==> src/rtl/char_blitter.sv <==
// char_blitter: scaled glyph renderer that walks a character's bounding box in raster order
// and streams one pixel per valid/ready beat towards the framebuffer writer.
module char_blitter #(
  parameter int unsigned  GLYPH_W    = 10,
  parameter int unsigned  GLYPH_H    = 10,
  parameter int unsigned  NUM_GLYPHS = 32,
  parameter int unsigned  COORD_W    = 8,
  parameter int unsigned  COLOUR_W   = 6,
  parameter int unsigned  SCALE_W    = 2,
  parameter               GLYPH_FILE = "glyphs.mem",
  localparam int unsigned CODE_W     = (NUM_GLYPHS > 1) ? $clog2(NUM_GLYPHS) : 1
) (
  input  logic                clock,
  input  logic                resetn,
  input  logic                start,
  output logic                ready,
  input  logic [CODE_W-1:0]   char_code,
  input  logic [COORD_W-1:0]  origin_x,
  input  logic [COORD_W-1:0]  origin_y,
  input  logic [COLOUR_W-1:0] fg_colour,
  input  logic [COLOUR_W-1:0] bg_colour,
  input  logic                opaque,
  input  logic [SCALE_W-1:0]  scale,
  output logic                pix_valid,
  input  logic                pix_ready,
  output logic [COORD_W-1:0]  pix_x,
  output logic [COORD_W-1:0]  pix_y,
  output logic [COLOUR_W-1:0] pix_colour,
  output logic                done
);

  localparam int unsigned SMAX  = (1 << SCALE_W) - 1;
  localparam int unsigned GX_W  = (GLYPH_W > 1) ? $clog2(GLYPH_W) : 1;
  localparam int unsigned GY_W  = (GLYPH_H > 1) ? $clog2(GLYPH_H) : 1;
  localparam int unsigned CX_W  = $clog2(GLYPH_W * SMAX + 1);
  localparam int unsigned CY_W  = $clog2(GLYPH_H * SMAX + 1);
  localparam int unsigned SUM_W = COORD_W + 1;

  // Bitmaps are compiled in; the file name is kept for flows that regenerate this table.
  localparam unused_glyph_file = GLYPH_FILE;

  typedef enum logic [1:0] {
    ST_IDLE,
    ST_FETCH,
    ST_SCAN,
    ST_DONE
  } state_t;

  // Glyph ROM: glyph 0 is the "X" glyph; other and out-of-range codes read blank.
  function automatic logic [GLYPH_W-1:0] glyph_row(input logic [CODE_W-1:0] code,
                                                   input logic [GY_W-1:0]   row);
    logic [GLYPH_W-1:0] bits;
    int unsigned        d;
    bits = '0;
    d    = (32'(row) * GLYPH_W) / GLYPH_H;
    if (32'(code) == 0 && 32'(code) < NUM_GLYPHS && 32'(row) < GLYPH_H) begin
      if (GLYPH_W == 10 && GLYPH_H == 10) begin
        case (32'(row))
          0, 1, 8, 9: bits = GLYPH_W'(32'h084);
          2, 7:       bits = GLYPH_W'(32'h0CC);
          3, 4, 6:    bits = GLYPH_W'(32'h048);
          5:          bits = GLYPH_W'(32'h030);
          default:    bits = '0;
        endcase
      end else begin
        bits = (GLYPH_W'(1) << d) | (GLYPH_W'(1) << (GLYPH_W - 1 - d));
      end
    end
    return bits;
  endfunction

  state_t                state_q, state_d;
  logic [CODE_W-1:0]     code_q, code_d;
  logic [COORD_W-1:0]    ox_q, ox_d, oy_q, oy_d;
  logic [COLOUR_W-1:0]   fg_q, fg_d, bg_q, bg_d;
  logic                  opq_q, opq_d;
  logic [SCALE_W-1:0]    s_q, s_d;
  logic [CX_W-1:0]       c_q, c_d;
  logic [CY_W-1:0]       r_q, r_d;
  logic [GX_W-1:0]       gx_q, gx_d;
  logic [GY_W-1:0]       gy_q, gy_d;
  logic [SCALE_W-1:0]    sx_q, sx_d, sy_q, sy_d;
  logic [GLYPH_W-1:0]    row_q, row_d;

  logic                  ready_d, valid_d, done_d;
  logic [COORD_W-1:0]    x_d, y_d;
  logic [COLOUR_W-1:0]   colour_d;

  logic                  load_pix, col_end, row_end, bit_set, clip;
  logic [SUM_W-1:0]      sum_x, sum_y;
  logic [SCALE_W-1:0]    s_last;

  assign s_last  = s_q - SCALE_W'(1);
  assign col_end = (gx_q == GX_W'(GLYPH_W - 1)) && (sx_q == s_last);
  assign row_end = (gy_q == GY_W'(GLYPH_H - 1)) && (sy_q == s_last);

  // Next-state and next-output logic; the pixel for the position being entered is
  // resolved here so every output leaves a flop.
  always_comb begin
    state_d  = state_q;
    code_d   = code_q;
    ox_d     = ox_q;
    oy_d     = oy_q;
    fg_d     = fg_q;
    bg_d     = bg_q;
    opq_d    = opq_q;
    s_d      = s_q;
    c_d      = c_q;
    r_d      = r_q;
    gx_d     = gx_q;
    gy_d     = gy_q;
    sx_d     = sx_q;
    sy_d     = sy_q;
    row_d    = row_q;
    valid_d  = pix_valid;
    x_d      = pix_x;
    y_d      = pix_y;
    colour_d = pix_colour;
    load_pix = 1'b0;

    unique case (state_q)
      ST_IDLE: begin
        if (start) begin
          code_d  = char_code;
          ox_d    = origin_x;
          oy_d    = origin_y;
          fg_d    = fg_colour;
          bg_d    = bg_colour;
          opq_d   = opaque;
          s_d     = (scale == '0) ? SCALE_W'(1) : scale;
          c_d     = '0;
          r_d     = '0;
          gx_d    = '0;
          gy_d    = '0;
          sx_d    = '0;
          sy_d    = '0;
          state_d = ST_FETCH;
        end
      end
      ST_FETCH: begin
        row_d    = glyph_row(code_q, gy_q);
        c_d      = '0;
        gx_d     = '0;
        sx_d     = '0;
        load_pix = 1'b1;
        state_d  = ST_SCAN;
      end
      ST_SCAN: begin
        // A pending beat holds everything until the downstream handshake.
        if (!pix_valid || pix_ready) begin
          if (col_end) begin
            valid_d = 1'b0;
            if (row_end) begin
              state_d = ST_DONE;
            end else begin
              r_d = r_q + CY_W'(1);
              if (sy_q == s_last) begin
                sy_d = '0;
                gy_d = gy_q + GY_W'(1);
              end else begin
                sy_d = sy_q + SCALE_W'(1);
              end
              state_d = ST_FETCH;
            end
          end else begin
            c_d = c_q + CX_W'(1);
            if (sx_q == s_last) begin
              sx_d = '0;
              gx_d = gx_q + GX_W'(1);
            end else begin
              sx_d = sx_q + SCALE_W'(1);
            end
            load_pix = 1'b1;
          end
        end
      end
      ST_DONE: begin
        state_d = ST_IDLE;
      end
    endcase

    // Positions past the screen edge carry out and are dropped like clear pixels.
    bit_set = row_d[gx_d];
    sum_x   = SUM_W'(ox_q) + SUM_W'(c_d);
    sum_y   = SUM_W'(oy_q) + SUM_W'(r_d);
    clip    = sum_x[COORD_W] | sum_y[COORD_W];
    if (load_pix) begin
      valid_d  = !clip && (bit_set || opq_q);
      x_d      = sum_x[COORD_W-1:0];
      y_d      = sum_y[COORD_W-1:0];
      colour_d = bit_set ? fg_q : bg_q;
    end

    ready_d = (state_d == ST_IDLE);
    done_d  = (state_d == ST_DONE);
  end

  // State, request latches, counters and registered outputs.
  always_ff @(posedge clock or negedge resetn) begin
    if (!resetn) begin
      state_q    <= ST_IDLE;
      code_q     <= '0;
      ox_q       <= '0;
      oy_q       <= '0;
      fg_q       <= '0;
      bg_q       <= '0;
      opq_q      <= 1'b0;
      s_q        <= SCALE_W'(1);
      c_q        <= '0;
      r_q        <= '0;
      gx_q       <= '0;
      gy_q       <= '0;
      sx_q       <= '0;
      sy_q       <= '0;
      row_q      <= '0;
      ready      <= 1'b1;
      pix_valid  <= 1'b0;
      pix_x      <= '0;
      pix_y      <= '0;
      pix_colour <= '0;
      done       <= 1'b0;
    end else begin
      state_q    <= state_d;
      code_q     <= code_d;
      ox_q       <= ox_d;
      oy_q       <= oy_d;
      fg_q       <= fg_d;
      bg_q       <= bg_d;
      opq_q      <= opq_d;
      s_q        <= s_d;
      c_q        <= c_d;
      r_q        <= r_d;
      gx_q       <= gx_d;
      gy_q       <= gy_d;
      sx_q       <= sx_d;
      sy_q       <= sy_d;
      row_q      <= row_d;
      ready      <= ready_d;
      pix_valid  <= valid_d;
      pix_x      <= x_d;
      pix_y      <= y_d;
      pix_colour <= colour_d;
      done       <= done_d;
    end
  end

endmodule

==> config.mk <==
export PLATFORM = sky130hd
export DESIGN_NAME = char_blitter
export DESIGN_NICKNAME = d
export VERILOG_FILES = /design/src/rtl/char_blitter.sv
export SDC_FILE = /design/constraint.sdc
export NUM_CORES = 1
export LEC_CHECK = 0
export BUFFER_PORTS_ARGS = -buffer_cell sky130_fd_sc_hd__buf_2
export CELL_PAD_IN_SITES_DETAIL_PLACEMENT = 0
export CELL_PAD_IN_SITES_GLOBAL_PLACEMENT = 1
export CORE_MARGIN = 8
export CORE_UTILIZATION = 25
export DETAILED_ROUTE_END_ITERATION = 8
export GPL_TIMING_DRIVEN = 0
export PLACE_DENSITY = 0.53
export SYNTH_ARGS = -nofsm -noshare
export SYNTH_HDL_FRONTEND = slang
export SYNTH_SLANG_ARGS = --single-unit
==> constraint.sdc <==
create_clock -name clock -period 3.7 [get_ports clock]
set_input_delay 0.555 -clock clock [delete_from_list [all_inputs] [get_ports clock]]
set_output_delay 0.555 -clock clock [all_outputs]
set_load 0.02 [all_outputs]
==> results.tsv, run 1 <==
metric	value	unit
Final ANT Viol Nets	0	
area added between synthesis and finish	21.6	%
Final Hold Fails	0	
fmax	0.289	GHz
CTS Buffer Depth	2	
Post-synth EDFFs	0	
setup ws final	0.238	ns
vias per cell	4.57	
Synthesized Nets	516	
Critical Path Sink Type	register	
clock sink total	95	
Tightest Pin Transition	0.870	ns
final setup fails	0	
first-pass GRT wire length	21.3	mm
syn_area_per_cell	10.8	um^2
worst hold slack	0.221	ns
GRT Total Usage	11.1	%
Initial Util	25.3	%
VDD IR max	0.294	mV
Async S/R FF share, synth	100	%
CTS tree	yes	
outcome	finished clean	
largest net degree at the start of global routing	52	
H-tree Lvls	3	
Post-Syn Area	4890	um^2
Worst Path Max Fanout	10	
cts bufs inserted	9	
die width	156	um
Max Slew Vio Count	0	
cell type with the largest total area after synthesis	dfrtp_1	
Slew headroom	42.0	%
Crit path required time	3.98	ns
clk_lat worst skew	0.35	ns
Setup CP Type	reg2reg	
Synth top area share	47.6	%
Arr. time, crit path	3.74	ns
routability cong.	0.760	
boundary pin count	65	
post-synthesis sequential area ratio	48.6	%
Wirelength per Cell	16.2	um
Max Cap Viol	0	
Initial DRC Count	171	
antenna violations before repair	1	
synthesized flop and latch total	95	
Syn. warnings	0	
CORE AREA	19300	um^2
pwr/cell area	761	nW/um^2
Root Driver	clkbuf_16	
via count	3671	
Post-synth top cells	93 x dfrtp_1, 62 x nand2_1, 34 x mux2_2	
area of the die	24300	um^2
Pwr Total	4.53	mW
Initial DRT Pass Iterations	4	
die height	156	um
Detailed Route WL	13.0	mm
synth top area cells	dfrtp_1 48%, mux2_2 7.8%, ha_1 5.1%	
grt total ovfl	0	
Final #Nets	596	
post-synthesis cell type count	60	
Tcrit/Tclk final	93.6	%
Pleak	2.69	nW
row count	51	
post-synthesis cell count	454	
Worst Hold Class	in2async	
DRC viols	0	
top-count cell post-synth	dfrtp_1	
post-detail-place hpwl	9.88	mm
layout cell share with drive strength beyond 1	28.4	%
# diodes	0	
startpoint type of the worst setup path	register	
minimum clock period	3.46	ns
Port Buf Inserts	64	
vias in the first global route	3846	
ys flop type	dfrtp_1	
Clock transition at path regs	0.07	ns
Clock Skew	0.0116	ns
DP Worst Slack	-0.507	ns
## per-stage QoR
stage,setup TNS (ns),std cells,instance area [um^2],util [%]
6_report,0,804,5950,30.8
5_1_grt,-0.00704,804,5950,30.8
4_1_cts,0,801,5890,30.5
3_3_place_gp,-1.40,783,5550,28.7
3_5_place_dp,-1.58,784,5580,28.8
2_1_floorplan,0,454,4890,-
## worst max-delay path, cell delays in order, from the launching register on
cell and delay (ns):
dfstp_2 0.57, nor2b_2 0.19, mux2i_4 0.10, buf_6 0.16, nor3_4 0.26, o21a_4 0.21
xnor2_1 0.11, o21ai_0 0.12, ha_1 0.26, fa_1 0.42, a21o_1 0.21, a21oi_2 0.17
nor2b_1 0.07, o21ai_1 0.22, o221a_2 0.24, a32o_1 0.11
## final timing paths
| kind | slack [ns] | startpoint | end | cells after the start |
|---|---|---|---|---|
| worst max-delay path | 0.24 | s_q[0] | pix_valid | 15 |
| worst min-delay path | 0.22 | resetn | c_q[4] | 1 |
| worst max register to register | 0.24 | s_q[0] | pix_valid | 15 |
| worst min register to register | 0.48 | pix_y[0] | pix_y[0] | 2 |
| max in group asynchronous | 2.76 | resetn | s_q[0] | 2 |
| min in group clock | 0.37 | scale[1] | s_q[0] | 2 |
## cell families (layout without fill, tap and decap cells)
logic type,count (synthesis),in the layout,synth area share [%]
simple gates,133,133,13.3
compound gates,105,105,16.2
flops,95,95,48.6
mux,39,39,8.92
buf+inv,39,124,3.17
fa+ha+maj,22,22,5.93
xor+xnor,21,21,3.91
## per-layer routing
layer	vias to the layer above	global-route usage (%)	routed length, um
met5	-	0	10
met4	2	2.96	120
met3	10	2.38	433
met2	57	18.0	6280
met1	1830	14.6	6150
li1	1772	-	-
## power breakdown
part	total (mW)	switching [mW]	internal, mW	leakage, nW
logic	1.91	1.13	0.782	1.35
clock network	0.911	0.441	0.470	0.135
registers	1.70	0.274	1.43	1.20
total	4.53	1.85	2.68	2.69
## sequential cells by signal, indices dropped and copies added, names as in the netlist
name / cells
pix_x: 8
state_q: 2
pix_valid: 1
code_q: 5
pix_y: 8
bg_q: 6
sx_q: 2
gx_q: 4
opq_q: 1
fg_q: 6
ready: 1
row_q: 10
done: 1
oy_q: 8
c_q: 5
gy_q: 4
pix_colour: 6
ox_q: 8
s_q: 2
sy_q: 2
r_q: 5
## repair_timing
action / in CTS / in global routing
pin swaps: 1 / 2
setup buffers: 1 / 3
hold buffers: 0 / 0
setup endpoints to repair: 5 / 4
resized for setup: 6 / 15
## cells in the final DEF, fill, tap and decap left out, drive strengths merged, types with 2 or more instances in the layout
cell,Yosys,layout
dfrtp,93,93
buf,2,71
nand2,62,62
o21ai,40,40
mux2,34,34
inv,23,27
clkbuf,14,23
ha,20,20
nor2,15,15
xor2,14,14
nor2b,13,13
a21oi,10,10
o211ai,9,9
nand4,8,8
a21o,7,7
xnor2,7,7
nand2b,6,6
o31ai,6,6
o2111ai,6,6
nand3b,5,5
mux2i,5,5
nor4,5,5
nand3,5,5
and2,4,4
nor3,4,4
or3,3,3
a211o,3,3
a32o,3,3
o21a,3,3
o21bai,2,2
fa,2,2
clkinvlp,0,2
dfstp,2,2
o32ai,2,2
## cell type report
| class | count | area, um^2 |
|---|---|---|
| Fill cell | 2005 | 13400 |
| Multi-Input combinational cell | 320 | 2410 |
| Sequential cell | 95 | 2380 |
| Timing Repair Buffer | 69 | 380 |
| Tap cell | 265 | 332 |
| Clock buffer | 9 | 225 |
| Inverter | 23 | 86.3 |
| Buffer | 16 | 71.3 |
| Clock inverter | 7 | 61.3 |
No activity file was read; power rests on OpenSTA's default activity.
==> inputs of run 2 (changes only) <==
==> config.mk (replaced) <==
export PLATFORM = sky130hd
export DESIGN_NAME = char_blitter
export DESIGN_NICKNAME = d
export VERILOG_FILES = /design/src/rtl/char_blitter.sv
export SDC_FILE = /design/constraint.sdc
export NUM_CORES = 1
export LEC_CHECK = 0
export BUFFER_PORTS_ARGS = -buffer_cell sky130_fd_sc_hd__buf_2
export CELL_PAD_IN_SITES_DETAIL_PLACEMENT = 1
export CELL_PAD_IN_SITES_GLOBAL_PLACEMENT = 2
export CORE_MARGIN = 8
export CORE_UTILIZATION = 25
export CTS_BUF_LIST = sky130_fd_sc_hd__clkbuf_4 sky130_fd_sc_hd__clkbuf_8
export DETAILED_ROUTE_END_ITERATION = 8
export GPL_TIMING_DRIVEN = 0
export PLACE_DENSITY = 0.61
export SYNTH_ARGS = -nofsm -noshare
export SYNTH_HDL_FRONTEND = slang
export SYNTH_SLANG_ARGS = --single-unit
==> results.tsv, run 2 (same netlist as run 1, synthesis figures left out) <==
metric	value	unit	change
Initial DRC Count	97		-43%
die width	156	um	unchanged
minimum clock period	3.48	ns	+0.0187 ns
dpl cells	784		unchanged
die height	156	um	unchanged
antenna violations before repair	1		unchanged
Port Buf Inserts	64		unchanged
Arr. time, crit path	3.80	ns	+0.06 ns
vias in the first global route	4098		+6.6%
critical-path cell list	nor2b_2, mux2i_4, buf_6, nor3_4, o21a_4, xnor2_1, o21ai_0, ha_1, fa_1, a21o_1, a21oi_2, nor2b_1, o21ai_2, o221a_2, a32o_1		
final setup fails	0		unchanged
Max Cap Viol	0		unchanged
Wirelength per Cell	16.7	um	+3.3%
vias per cell	4.57		about the same
cts hold-fix bufs	0		unchanged
WP buf/inv	1		unchanged
VDD IR max	0.260	mV	-12%
RSZ-0062 raised after global routing	no		
routability cong.	0.723		-4.9%
startpoint type of the worst setup path	register		
cell family with the largest share of critical-path delay	compound AO/OA/AOI/OAI gates		
CORE AREA	19300	um^2	unchanged
area added between synthesis and finish	20.8	%	
Root Driver	clkbuf_8		
GR Util met3	2.63	%	+0.25 points
post-detail-place hpwl	10.3	mm	+3.8%
layout cell share with drive strength beyond 1	29.8	%	+1.4 points
largest net degree at the start of global routing	68		+31%
grt total ovfl	0		unchanged
Tcrit/Tclk final	94.1	%	+0.51 points
Max Slew Vio Count	0		unchanged
clock sink total	95		unchanged
GRT Total Usage	11.6	%	+0.51 points
row count	51		unchanged
slowest cell on the critical path	dfstp_2		
Finished Core Util	30.6	%	-0.20 points
CTS Buffer Depth	2		unchanged
most common cell after layout, fill and taps aside	dfrtp_1		
Setup CP Type	reg2reg		
Detailed Route WL	13.5	mm	+3.9%
met1 global-route usage	14.9	%	+0.26 points
Critical Path Sink Type	register		
Tightest Pin Transition	0.850	ns	-0.0198 ns
boundary pin count	65		unchanged
Slew headroom	43.4	%	+1.3 points
Crit path required time	4.02	ns	+0.04 ns
Pwr Total	4.36	mW	-3.7%
Clock transition at path regs	0.09	ns	+0.02 ns
fill count	2165		+8.0%
CP peak stage delay	0.60	ns	+0.03 ns
Worst Hold Class	in2async		
most used routing layer	met2		
fmax	0.287	GHz	-0.54%
cts bufs inserted	9		unchanged
H-tree Lvls	3		unchanged
pwr/cell area	738	nW/um^2	-3.1%
Final ANT Viol Nets	0		unchanged
Final #Nets	602		+1.0%
first-pass GRT wire length	22.2	mm	+4.1%
CTS tree	yes		
Clock Skew	0.00642	ns	-0.00514 ns
area of the die	24300	um^2	unchanged
post-route insts no fill	809		+0.62%
Worst Path Max Fanout	10		unchanged
highest-count cells in the layout ignoring fill and taps	91 x dfrtp_1, 65 x buf_2, 62 x nand2_1, 34 x mux2_2, 22 x inv_1		
Largest Register	row_q		
DRC viols	0		unchanged
Initial DRT Pass Iterations	4		unchanged
# diodes	0		unchanged
Pleak	2.68	nW	-0.40%
outcome	finished clean		
Initial Util	25.3	%	unchanged
met2 Resource Use GR	18.9	%	+0.89 points
Final Hold Fails	0		unchanged
Final TNS setup	0	ns	unchanged
number of flip-flops under the largest register name	10		unchanged
clk_lat worst skew	0.38	ns	+0.03 ns
via count	3697		+0.71%
[run 2: cell types whose count changed in the layout (fill, tap and decap cells not counted), sizes merged]
cell / before / now
buf: 71 / 78
inv: 27 / 24
bufinv: 0 / 1
[run 2: through the flow]
step / setup slack (ns) / instance area [um^2] / hold WS (ns)
after floorplan: 0.313 / 4890 / 0.259
after global placement: -0.729 / 5550 / 0.470
after global routing: 0.000726 / 5910 / 0.123
final: 0.219 / 5910 / 0.114
after detailed placement: -0.733 / 5580 / 0.473
after CTS: 0.0369 / 5820 / 0.113
[run 2: layer usage]
metal	wire length, um	part of all wire, %
met4	190	1.4
met3	494	3.7
met2	6430	48
met5	8	0.059
met1	6380	47
[run 2: area by class of cell]
cell class | count | area (um^2) | share of cell area (%)
multi-input cells | 320 | 2420 | 41.0
well taps | 265 | 332 | 5.61
inverters | 23 | 86.3 | 1.46
plain buffers | 16 | 71.3 | 1.21
flip-flops and latches | 95 | 2380 | 40.3
repair buffers | 75 | 425 | 7.20
clock buffers | 10 | 131 | 2.22
clock inverters | 5 | 58.8 | 0.995
[run 2: final timing paths]
kind / from / end / slack, ns / depth (start not counted)
max: s_q[0] / pix_valid / 0.22 / 15
min: resetn / c_q[1] / 0.11 / 1
max reg2reg: s_q[0] / pix_valid / 0.22 / 15
min reg2reg: pix_x[4] / pix_x[4] / 0.49 / 2
max in group asynchronous: resetn / ox_q[3] / 2.90 / 2
min in group clock: scale[1] / s_q[0] / 0.33 / 2
[run 2: power by group]
part | internal [mW] | total [mW] | switching [mW]
logic | 0.802 | 1.96 | 1.15
clock network | 0.318 | 0.700 | 0.382
registers | 1.43 | 1.70 | 0.278
total | 2.55 | 4.36 | 1.81
[run 2: repair_timing]
item,in CTS,in global routing
resized for setup,13,12
endpoints found under the setup margin,7,4
pin swaps,1,5
setup buffers,2,8
